===== src/rtl/uart_tx_if.sv =====
// Write-side handshake of the UART transmitter: a word is taken on the
// rising edge where i_valid and o_ready are both high.
interface uart_tx_if #(
  parameter int WIDTH = 8
);
  logic [WIDTH-1:0] i_data;
  logic             i_valid;
  logic             o_ready;

  modport master (output i_data, output i_valid, input o_ready);
  modport slave  (input i_data, input i_valid, output o_ready);
endinterface


===== src/rtl/uart_tx.sv =====
// UART transmitter, 8N1 by default. Words enter a small FIFO over a
// valid/ready handshake and are shifted out LSB first on o_tx. A queued word
// is popped on the last cycle of the previous stop bit, so frames run
// back-to-back at full line rate.
//
//   state | meaning
//   IDLE  | line high, waiting for a queued word
//   START | start bit (0) for BAUD_CLK cycles
//   DATA  | data bit shift[0], WIDTH bits, LSB first
//   STOP  | stop bit (1); pops the next word on its last cycle if one waits
module uart_tx #(
  parameter int CLK_HZ     = 48000000,
  parameter int BAUD       = 115200,
  parameter int WIDTH      = 8,
  parameter int FIFO_DEPTH = 4
) (
  input  logic     i_clk,
  input  logic     i_rst_n,
  uart_tx_if.slave bus,
  output logic     o_tx,
  output logic     o_busy
);
  localparam int BAUD_CLK = CLK_HZ / BAUD;
  localparam int CNT_W    = (BAUD_CLK > 1) ? $clog2(BAUD_CLK) : 1;
  localparam int BIT_W    = (WIDTH > 1) ? $clog2(WIDTH) : 1;
  localparam int PTR_W    = $clog2(FIFO_DEPTH);
  localparam int FCNT_W   = PTR_W + 1;

  typedef enum logic [1:0] {ST_IDLE, ST_START, ST_DATA, ST_STOP} state_t;

  state_t            state, state_n;
  logic [CNT_W-1:0]  baud_cnt, baud_cnt_n;
  logic [BIT_W-1:0]  bit_idx, bit_idx_n;
  logic [WIDTH-1:0]  shift, shift_n;
  logic              tx_q, tx_n;
  logic              baud_tick;
  logic              pop, push;

  logic [WIDTH-1:0]  mem [FIFO_DEPTH];
  logic [PTR_W-1:0]  wr_ptr, rd_ptr;
  logic [FCNT_W-1:0] count;
  logic              rdy_en;

  // rdy_en keeps o_ready low while reset is held; afterwards only the
  // registered count decides, so a pop in the same cycle never frees a slot.
  assign bus.o_ready = rdy_en && (count != FCNT_W'(FIFO_DEPTH));
  assign push        = bus.i_valid && bus.o_ready;
  assign baud_tick   = (baud_cnt == CNT_W'(BAUD_CLK - 1));
  assign o_tx        = tx_q;
  assign o_busy      = (state != ST_IDLE) || (count != '0);

  // FIFO storage, written on an accepted handshake
  always_ff @(posedge i_clk) begin
    if (push) mem[wr_ptr] <= bus.i_data;
  end

  // FIFO pointers and occupancy; pointers wrap naturally modulo FIFO_DEPTH
  always_ff @(posedge i_clk or negedge i_rst_n) begin
    if (!i_rst_n) begin
      wr_ptr <= '0;
      rd_ptr <= '0;
      count  <= '0;
      rdy_en <= 1'b0;
    end else begin
      rdy_en <= 1'b1;
      if (push) wr_ptr <= wr_ptr + PTR_W'(1);
      if (pop)  rd_ptr <= rd_ptr + PTR_W'(1);
      case ({push, pop})
        2'b10:   count <= count + FCNT_W'(1);
        2'b01:   count <= count - FCNT_W'(1);
        default: count <= count;
      endcase
    end
  end

  // FSM state, bit timing and the registered serial output
  always_ff @(posedge i_clk or negedge i_rst_n) begin
    if (!i_rst_n) begin
      state    <= ST_IDLE;
      baud_cnt <= '0;
      bit_idx  <= '0;
      shift    <= '0;
      tx_q     <= 1'b1;
    end else begin
      state    <= state_n;
      baud_cnt <= baud_cnt_n;
      bit_idx  <= bit_idx_n;
      shift    <= shift_n;
      tx_q     <= tx_n;
    end
  end

  // Next-state, pop and next line level
  always_comb begin
    state_n   = state;
    pop       = 1'b0;
    bit_idx_n = bit_idx;
    shift_n   = shift;
    unique case (state)
      ST_IDLE: begin
        if (count != '0) begin
          pop     = 1'b1;
          shift_n = mem[rd_ptr];
          state_n = ST_START;
        end
      end
      ST_START: begin
        if (baud_tick) begin
          bit_idx_n = '0;
          state_n   = ST_DATA;
        end
      end
      ST_DATA: begin
        if (baud_tick) begin
          shift_n = shift >> 1;
          if (bit_idx == BIT_W'(WIDTH - 1)) state_n = ST_STOP;
          else bit_idx_n = bit_idx + BIT_W'(1);
        end
      end
      ST_STOP: begin
        if (baud_tick) begin
          if (count != '0) begin
            pop     = 1'b1;
            shift_n = mem[rd_ptr];
            state_n = ST_START;
          end else begin
            state_n = ST_IDLE;
          end
        end
      end
      default: state_n = ST_IDLE;
    endcase

    // the counter restarts on every bit boundary and every state change,
    // and rests at zero in IDLE so it can never run past BAUD_CLK-1
    if (state_n != state || baud_tick || state == ST_IDLE) baud_cnt_n = '0;
    else baud_cnt_n = baud_cnt + CNT_W'(1);

    unique case (state_n)
      ST_START: tx_n = 1'b0;
      ST_DATA:  tx_n = shift_n[0];
      default:  tx_n = 1'b1;
    endcase
  end
endmodule


===== src/flat_wrapper.sv =====
// flat-port wrapper written by rule: the top's interface ports become plain ports
module uart_tx_flat 
#(
  parameter int CLK_HZ     = 48000000,
  parameter int BAUD       = 115200,
  parameter int WIDTH      = 8,
  parameter int FIFO_DEPTH = 4
)
  (i_clk, i_rst_n, o_tx, o_busy, bus_i_data, bus_i_valid, bus_o_ready);
  uart_tx_if #(.WIDTH(WIDTH)) bus_i ();
  input  logic i_clk;
  input  logic i_rst_n;
  output logic o_tx;
  output logic o_busy;
  input wire logic [$bits(bus_i.i_data)-1:0] bus_i_data;
  input wire logic [$bits(bus_i.i_valid)-1:0] bus_i_valid;
  output wire logic [$bits(bus_i.o_ready)-1:0] bus_o_ready;
  assign bus_i.i_data = bus_i_data;
  assign bus_i.i_valid = bus_i_valid;
  assign bus_o_ready = bus_i.o_ready;
  uart_tx #(.CLK_HZ(CLK_HZ), .BAUD(BAUD), .WIDTH(WIDTH), .FIFO_DEPTH(FIFO_DEPTH)) u_core (.i_clk(i_clk), .i_rst_n(i_rst_n), .bus(bus_i), .o_tx(o_tx), .o_busy(o_busy));
endmodule

===== config.mk =====
export PLATFORM = sky130hd
export DESIGN_NAME = uart_tx_flat
export DESIGN_NICKNAME = d
export VERILOG_FILES = /design/src/rtl/uart_tx_if.sv /design/src/rtl/uart_tx.sv /design/src/flat_wrapper.sv
export SDC_FILE = /design/constraint.sdc
export NUM_CORES = 1
export LEC_CHECK = 0
export ABC_AREA = 1
export BUFFER_PORTS_ARGS = -buffer_cell sky130_fd_sc_hd__buf_2
export CAP_MARGIN = 20
export CORE_MARGIN = 5
export CORE_UTILIZATION = 40
export DETAILED_ROUTE_END_ITERATION = 7
export PLACE_DENSITY_LB_ADDON = 0.12
export SLEW_MARGIN = 20
export SYNTH_ARGS = -nofsm -noshare
export SYNTH_HDL_FRONTEND = slang
export SYNTH_SLANG_ARGS = --single-unit

===== constraint.sdc =====
create_clock -name i_clk -period 2.6 [get_ports i_clk]
set_input_delay 0.39 -clock i_clk [delete_from_list [all_inputs] [get_ports i_clk]]
set_output_delay 0.39 -clock i_clk [all_outputs]
set_load 0.1 [all_outputs]

Word level (Yosys, flattened, before mapping)
Memory sizes are Yosys's and may differ from the RTL's.
Index checks and enable logic that the tools add are counted.
- register bits: 31
- memory bits (writable): 32
- input bits: 11
- output and inout port bits: 3
- logic and storage cells: 68
- memories kept: 1
- add/subtract/negate cells: 6
- equality and inequality tests: 15
- muxes and demuxes: 23
- reductions and logical operators: 13
- memory list (name ; depth ; bits a word ; rd ports ; clocked after Yosys merged registers in ; write ports ; line ; text):
    u_core.mem ; 4 ; 8 ; 1 ; 0 ; 1 ; uart_tx.sv:39 ; logic [WIDTH-1:0] mem [FIFO_DEPTH];
- operators with widths (kind ; count):
    8-bit two-way mux ; 3
    8-bit one-hot mux with 3 select lines ; 1
    3-bit one-hot mux with 2 select lines ; 2
    2-bit two-way mux ; 5
    9-bit by 1-bit adder with 9-bit output (second input constant) ; 1
    9-bit equality test (second input constant) ; 1
    3-bit two-way mux ; 3
    9-bit two-way mux ; 1
    2-bit equality test (second input constant) ; 4
    2-bit one-hot mux with 4 select lines ; 1
    3-bit by 1-bit adder with 3-bit output (second input constant) ; 2
    2-bit by 1-bit equality test with 1-bit output (second input constant) ; 3
    2-bit by 1-bit inequality test with 1-bit output (second input constant) ; 3
    2-bit nonzero test ; 3
    3-bit nonzero test ; 2
    1-bit two-way mux ; 5
    2-bit by 1-bit adder with 2-bit output (second input constant) ; 2
    1-bit one-hot mux with 2 select lines ; 2
    4-bit AND reduction ; 1
    3-bit equality test (second input constant) ; 1
    1-bit logical OR ; 3
    3-bit inequality test (second input constant) ; 1
    3-bit AND reduction ; 1
    3-bit by 1-bit subtractor with 3-bit output (second input constant) ; 1
    other kinds (4) ; 5

Logic depth before layout (Yosys ltp)
Gate-level depths: netlist of the first run.
- word-level depth: 8
- mapped depth: 15
- gate-level depth less buffers: 15

Least setup slack after synthesis of the first run
Ideal clock, no wire load.
- path type: register to register
- start point: register u_core.count[0]
- end point: register u_core.count[1]
- setup time: 0.083 ns
- data arrival time: 4.306 ns
- required time: 2.517 ns
- setup slack: -1.789 ns
- cell stages (with the launch flop): 8
- buffers on the path: 0
- clock period less this slack: 4.389 ns
- path through: dfrtp_1 -> nor2_1 -> a21boi_0 -> nand2_1 -> ha_1 -> inv_1 -> fa_1 -> o21ai_0
- elaborated cells between the ends (all ways): 13
- classes of those cells: add/sub: 2; eq/ne: 3; mux: 4; reduce/logical: 4
- RTL lines (item ; line ; text):
    start, declared ; uart_tx.sv:41 ; logic [FCNT_W-1:0] count;
    start signal, assigned ; uart_tx.sv:69 ; 2'b10: count <= count + FCNT_W'(1);
    start signal, assigned ; uart_tx.sv:70 ; 2'b01: count <= count - FCNT_W'(1);
    start signal, assigned ; uart_tx.sv:71 ; default: count <= count;
    3-bit inequality test * ; uart_tx.sv:46 ; assign bus.o_ready = rdy_en && (count != FCNT_W'(FIFO_DEPTH));
    1-bit logical AND * ; uart_tx.sv:46 ;
    via bus_o_ready ; flat_wrapper.sv:17 ; output wire logic [$bits(bus_i.o_ready)-1:0] bus_o_ready;
    1-bit logical AND * ; uart_tx.sv:47 ; assign push = bus.i_valid && bus.o_ready;
    2-bit by 1-bit equality test with 1-bit output / 2-bit equality test (equally long branches) ; uart_tx.sv:68 ; case ({push, pop})
    3-bit one-hot mux with 2 select lines / 2-bit nonzero test (equally long branches) ; n/a ;
Mark *: on every way through the listed nets, which the timed path passes. The rest lies on a longest branch.
A chain may end at the register's enable or synchronous reset.

Worst setup path in the final report of the first run
- start point: register u_core.baud_cnt[0]
- end point: register u_core.count[2]
- longest elaborated chain between the ends: 5
- elaborated cells between the ends (all ways): 7
- classes of those cells: eq/ne: 3; mux: 3; reduce/logical: 1
- RTL lines (item ; line ; text):
    start, declared ; uart_tx.sv:32 ; logic [CNT_W-1:0] baud_cnt, baud_cnt_n;
    start signal, assigned ; uart_tx.sv:86 ; baud_cnt <= baud_cnt_n;
    9-bit equality test * ; uart_tx.sv:48 ; assign baud_tick = (baud_cnt == CNT_W'(BAUD_CLK - 1));
    1-bit two-way mux * ; uart_tx.sv:121 ; if (baud_tick) begin
    1-bit one-hot mux with 2 select lines * ; uart_tx.sv:99 ; unique case (state)
    via u_core.pop ; uart_tx.sv:37 ; logic pop, push;
    2-bit by 1-bit equality test with 1-bit output / 2-bit equality test (equally long branches) ; uart_tx.sv:68 ;
    3-bit one-hot mux with 2 select lines / 2-bit nonzero test (equally long branches) ; n/a ;
Marks and branches as above.

==> results of run 1 <==
## worst paths after layout
kind | end | slack [ns] | depth (start not counted)
worst max-delay path | u_core.count[2] | 0.19 | 15
worst min-delay path | u_core.shift[3] | 0.1 | 1
worst max register to register | u_core.count[2] | 0.19 | 15
worst min register to register | u_core.baud_cnt[0] | 0.48 | 1
max in group asynchronous | u_core.baud_cnt[2] | 2.01 | 1
min in group i_clk | u_core.mem[0][5] | 0.26 | 1
## stage by stage
stage | setup slack [ns] | instance area [µm²]
5_1_grt | 0.02570 | 3578
6_report | 0.1876 | 3578
4_1_cts | 0.1370 | 3576
3_5_place_dp | 0.1552 | 3342
2_1_floorplan | 0.2265 | 3112
3_3_place_gp | 0.1981 | 3342
## flip-flops by register name (all words and copies together), names as in the netlist
| signal | flops |
|---|---|
| u_core.shift | 8 |
| u_core.mem | 32 |
| u_core.wr_ptr | 2 |
| u_core.rd_ptr | 2 |
| u_core.o_tx | 1 |
| u_core.count | 3 |
| u_core.bit_idx | 3 |
| u_core.state | 2 |
| u_core.baud_cnt | 9 |
| u_core.rdy_en | 1 |
## critical path, delay by kind of cell, from the launching register on
family	cells	cell delay (ns)
AND/OR/NAND/NOR	5	0.50
XOR/XNOR	1	0.15
buffers and inverters	3	0.16
AO/OA/AOI/OAI	3	0.38
flip-flops	1	0.37
adder cells (fa/ha/maj)	3	0.71
## layout make-up
cell class / count / area share
Multi-Input combinational cell: 202 / 0.3364
Inverter: 38 / 0.03986
Sequential cell: 63 / 0.4857
Timing Repair Buffer: 22 / 0.03706
Tap cell: 102 / 0.03566
Clock buffer: 9 / 0.03462
Clock inverter: 6 / 0.03077
## cells in the mapped netlist (all sizes together)
library cell / count
a21oi: 10
o2111ai: 1
ha: 14
nand3b: 2
o22ai: 6
o21bai: 1
nand4: 2
edfxtp: 32
fa: 1
nor2: 27
o21ai: 34
a32o: 3
o211ai: 1
a21boi: 1
xor2: 9
nor3: 12
inv: 38
nand2: 62
dfrtp: 30
conb: 1
dfstp: 1
o31ai: 1
xnor2: 3
nand3: 11
buf: 5
## kinds of logic (layout without fill, tap and decap cells)
group / after synthesis / in the layout
AND/OR/NAND/NOR: 116 / 116
flip-flops: 63 / 63
AO/OA/AOI/OAI: 58 / 58
buffers and inverters: 43 / 75
adder cells (fa/ha/maj): 15 / 15
XOR/XNOR: 12 / 12
other: 1 / 1
## cells in the final DEF, fill, tap and decap left out, types with 2 or more instances in the layout
| cell type | count |
|---|---|
| xor2_1 | 9 |
| xnor2_1 | 3 |
| bufinv_16 | 3 |
| nand2_2 | 3 |
| nand4_1 | 2 |
| o22ai_1 | 6 |
| nand3_1 | 8 |
| nand3b_1 | 2 |
| inv_1 | 36 |
| nor2_1 | 22 |
| o21ai_0 | 34 |
| buf_2 | 13 |
| nand2_1 | 58 |
| inv_2 | 2 |
| a32o_1 | 3 |
| nand3_4 | 2 |
| ha_1 | 13 |
| edfxtp_1 | 32 |
| dfrtp_1 | 30 |
| nor2_2 | 4 |
| clkbuf_8 | 9 |
| nor3_1 | 12 |
| buf_4 | 9 |
| a21oi_1 | 10 |
## power groups by stage
stage                     Clock (W)  Combinational, W  Sequential, W
after floorplan                   0          0.000254        0.00120
after global placement            0          0.000353        0.00121
after detailed placement          0          0.000358        0.00121
after CTS                   0.00103          0.000363        0.00119
after global routing        0.00109          0.000408        0.00120
final                       0.00100          0.000353        0.00119
## per-layer routing
layer  vias to the layer above  part of all wire  track usage
met1                      1031              0.47       0.1623
li1                       1087                 -            -
met2                        30              0.49       0.2157
met4                         0             0.011      0.06070
met3                         5             0.031      0.04000
met5                         -                 0            0
## what timing repair did
item | CTS | global route
hold buffers | 0 | 0
buffers inserted | 0 | 0
endpoints found under the setup margin | 0 | 1
resized for setup | 0 | 1
==> metrics, run 1 <==
Synth Area in Adders 0.06295; main combinational cell family by area after synthesis simple AND/OR/NAND/NOR gates; Power Density 711.3 nW/µm²; Worst path most repeated cell inv_1; CTS tree built; ranking of synthesized cells by area edfxtp_1 (31%), dfrtp_1 (24%), nand2_1 (7.0%); Core Util, Final 0.4679; # Max-Cap Violations 0; top-area cell type share of the netlist area 0.3099; Psw 0.0006566 W; Post-Place Cells 427; PortBufs 13; Setup Skew 0.01070 ns; Routed WL 5.853 mm; worst hold slack 0.09840 ns; largest net degree at the start of global routing 32; CP endpoint kind flop; syn avg cell area 10.07 µm²; worst slew pin tran 0.7283 ns; Max Buffers Root-to-Sink 2; Post-layout nets 362; Worst EP required 2.80 ns; Compound-Gate Fraction of Synth Area 0.1090; minimum clock period 2.412 ns; DPL Wire Length 4.015 mm; Chip Height 98.04 µm; TritonCTS Buffers 9; CP Launch Type flop; Reg area 1738 µm²; hold crit path type in2async; Clock Power Share 0.394; Synth area leader edfxtp_1; Seq pwr share 0.468; Worst-path clk slew 0.07 ns; Mapped Cells 308; FILL cells 732; share of cells above drive strength 1 0.1588; GRT Residual Overflow 0; worst vdd ir 384.5 µV; switch share 0.2579; #FFs+latches synth 63; Setup CP Type reg2reg; Cell Area, Synth 3100 µm²; Net Count, Synth 334; DRC 0; YS warnings 0; Initial Utilization 0.4054; clk root buf clkbuf_8; mux contribution to synthesized area 0; final worst-path cycle share 0.9278; post-route ant nets 0; Cell Rows 32; total negative setup slack 0 ns; Overall Power 0.002546 W; CP max-delay cell dfrtp_1; status finished, final reports clean; DR iter-0 viols 75; RePlAce Congestion 0.8032; crit-path max FO 6; Setup crit start u_core.baud_cnt[0]; die area 9612 µm²; Vias/cell 4.871; Routed WL per cell 13.24 µm; highest clock rate 414.5 MHz; Total GRT Usage 0.1327; worst path cell trace ha_2, nand3_4, nor2_8, nand2_4, o21bai_4, inv_2, nor2_2, nand2_2, inv_1, ha_1, inv_1, fa_1, a21oi_1, o21ai_0, xor2_1; combinational share of power 0.139; Syn-to-layout area delta 15.42%; sequential fraction of the synthesis area 0.5605; final hold vios 0; number of iterations in the first detailed-routing pass 4; slowest stage delay, CP 0.37 ns; number of global-route vias before repair 2129; # diodes 0; Finished Layout Cells 442; area of the multi-input gates 1204 µm²; reg-to-reg startpoint u_core.baud_cnt[0]; Final setup violation count 0; I/O Pins 14; CTS sink count 63; CTS H-tree depth 3; RSZ-0062 raised after global routing false; Netlist cell types 33; antenna violations before repair 0; clk_lat worst skew 0.33 ns; static leakage 1.537 nW; Simple-Gate Fraction of Synth Area 0.1768; width of the die 98.04 µm; Post-Synth XOR/XNOR Area 0.03390; cell internal pwr 0.001889 W; max-slew violations 0; Slew headroom 0.5145; core footprint 7647 µm²; crit path DAT 2.61 ns; DR vias 2153; global-route wire length before repair 9.901 mm
Power figures use the tool's default switching activity.
==> run 2, diff against run 1 <==
--- a/config.mk
+++ b/config.mk
@@ -7,11 +7,11 @@
 export LEC_CHECK = 0
 export ABC_AREA = 1
 export BUFFER_PORTS_ARGS = -buffer_cell sky130_fd_sc_hd__buf_2
-export CAP_MARGIN = 20
 export CORE_MARGIN = 5
 export CORE_UTILIZATION = 40
 export DETAILED_ROUTE_END_ITERATION = 7
 export PLACE_DENSITY_LB_ADDON = 0.12
+export RECOVER_POWER = 50
 export SLEW_MARGIN = 20
 export SYNTH_ARGS = -nofsm -noshare
 export SYNTH_HDL_FRONTEND = slang
==> run 2 against run 1 <==
Compared with the run above:
- the flow now finishes with violations (capacitance limit, slew limit)
- setup slack hardly changed
- core utilization shrank 0.15 points
- wire length is 0.10% higher
- largest power group unchanged
- clock power is essentially flat
- combinational power about the same
- critical path type unchanged
- sequential share of layout area increased by 0.15 points
- die area stayed put
==> metrics, run 2 (synthesized netlist as in run 1, its figures left out) <==
die area 9612 µm²; met3 usage 0.04000; Final setup violation count 0; antenna violations before repair 0; Setup CP Type reg2reg; RSZ-0062 raised after global routing false; CP endpoint kind flop; static leakage 1.512 nW; largest net degree at the start of global routing 32; worst slew pin tran 1.736 ns; cell internal pwr 0.001887 W; switch share 0.2581; Cell Rows 32; max reg flops 32; global-route wire length before repair 9.901 mm; final worst-path cycle share 0.9278; worst vdd ir 384.7 µV; Slew headroom -0.1573; minimum clock period 2.412 ns; worst hold slack 0.3040 ns; CTS sink count 63; width of the die 98.04 µm; Vias/cell 4.878; max-slew violations 32; Routed WL 5.859 mm; DR vias 2156; share of cells above drive strength 1 0.1324; final hold vios 0; combinational share of power 0.138; CTS H-tree depth 3; Max Buffers Root-to-Sink 2; RePlAce Congestion 0.8032; Power Density 713.0 nW/µm²; Regs by FF count u_core.mem (32), u_core.baud_cnt (9), u_core.shift (8); number of iterations in the first detailed-routing pass 4; Post-CTS Setup Bufs 0; crit path DAT 2.61 ns; Total GRT Usage 0.1327; FILL cells 738; crit-path max FO 6; met2 usage 0.2157; TritonCTS Buffers 9; # Max-Cap Violations 1; total negative setup slack 0 ns; met1 GRT Util 0.1623; DRC 0; commonest non-fill, non-tap cell in the layout nand2_1; post-route ant nets 0; CTS tree built; number of global-route vias before repair 2129; area of the multi-input gates 1204 µm²; failing checks capacitance limit, slew limit; Post-layout nets 362; GRT Residual Overflow 0; Psw 0.0006564 W; GRT busiest layer met2; DR iter-0 viols 69; status finished, violations left; hold crit path type in2reg; Routed WL per cell 13.26 µm; Syn-to-layout area delta 15.05%; Seq pwr share 0.468; Clock Power Share 0.394; PortBufs 13; core footprint 7647 µm²; Initial Utilization 0.4054; Chip Height 98.04 µm; # diodes 0; clk_lat worst skew 0.33 ns; Post-Place Cells 427; DPL Wire Length 4.015 mm; Worst EP required 2.80 ns; Worst-path clk slew 0.07 ns; Biggest register u_core.mem; DP Worst Slack 0.1552 ns; final worst setup slack 0.1877 ns; most frequent cells in the layout nand2_1 (58), inv_1 (36), o21ai_0 (34); Reg area 1738 µm²; highest clock rate 414.5 MHz; Setup Skew 0.01070 ns; clk root buf clkbuf_8; Finished Layout Cells 442; CP Launch Type flop; I/O Pins 14
-- run 2: changes by cell type in the layout (fill, tap and decap cells not counted) --
cell / delta
buf_2: -9
clkbuf_1: +9
-- run 2: final timing paths --
path                                     from            endpoint  slack, ns  cells past startpoint
min reg2reg                u_core.baud_cnt[0]  u_core.baud_cnt[0]       0.48                      1
min in group asynchronous             i_rst_n     u_core.shift[3]       0.50                      1
max                        u_core.baud_cnt[0]     u_core.count[2]       0.19                     15
min                             bus_i_data[5]    u_core.mem[0][5]       0.30                      1
max reg2reg                u_core.baud_cnt[0]     u_core.count[2]       0.19                     15
max in group asynchronous             i_rst_n  u_core.baud_cnt[2]       1.08                      1
-- run 2: per-layer routing --
layer  wire [µm]  vias to the layer above
met5           0                        -
met4          65                        0
met3         177                        5
met2        2856                       28
met1        2760                     1036
li1            -                     1087
-- run 2: layout make-up --
type	count	area share
Sequential cell	63	0.4872
Multi-Input combinational cell	202	0.3374
Inverter	38	0.03999
Tap cell	102	0.03578
Clock buffer	9	0.03472
Timing Repair Buffer	22	0.03402
Clock inverter	6	0.03087
-- run 2: power by group through the flow --
stage               clock network, W  registers (W)  logic, W
floorplan                          0        0.00120  0.000254
global placement                   0        0.00121  0.000353
detailed placement                 0        0.00121  0.000358
CTS                          0.00103        0.00119  0.000363
global route                 0.00109        0.00120  0.000406
finish                       0.00100        0.00119  0.000352
-- run 2: critical path, stage by stage, from the launching register on --
cell	delay, ns
dfrtp_1	0.37
ha_2	0.22
nand3_4	0.11
nor2_8	0.13
nand2_4	0.09
o21bai_4	0.13
inv_2	0.04
nor2_2	0.09
nand2_2	0.08
inv_1	0.06
ha_1	0.12
inv_1	0.06
fa_1	0.37
a21oi_1	0.14
o21ai_0	0.11
xor2_1	0.15
-- run 2: repair_timing --
item | in CTS | in global routing
hold buffers | 0 | 0
resized for setup | 0 | 1
endpoints found under the setup margin | 0 | 1
-- run 2: per-stage QoR --
step | area [µm²] | util | total power [W]
after floorplan | 3112 | - | 0.001455
after global placement | 3342 | 0.4370 | 0.001562
after detailed placement | 3342 | 0.4370 | 0.001568
after CTS | 3576 | 0.4676 | 0.002589
after global routing | 3567 | 0.4665 | 0.002691
final | 3567 | 0.4665 | 0.002543
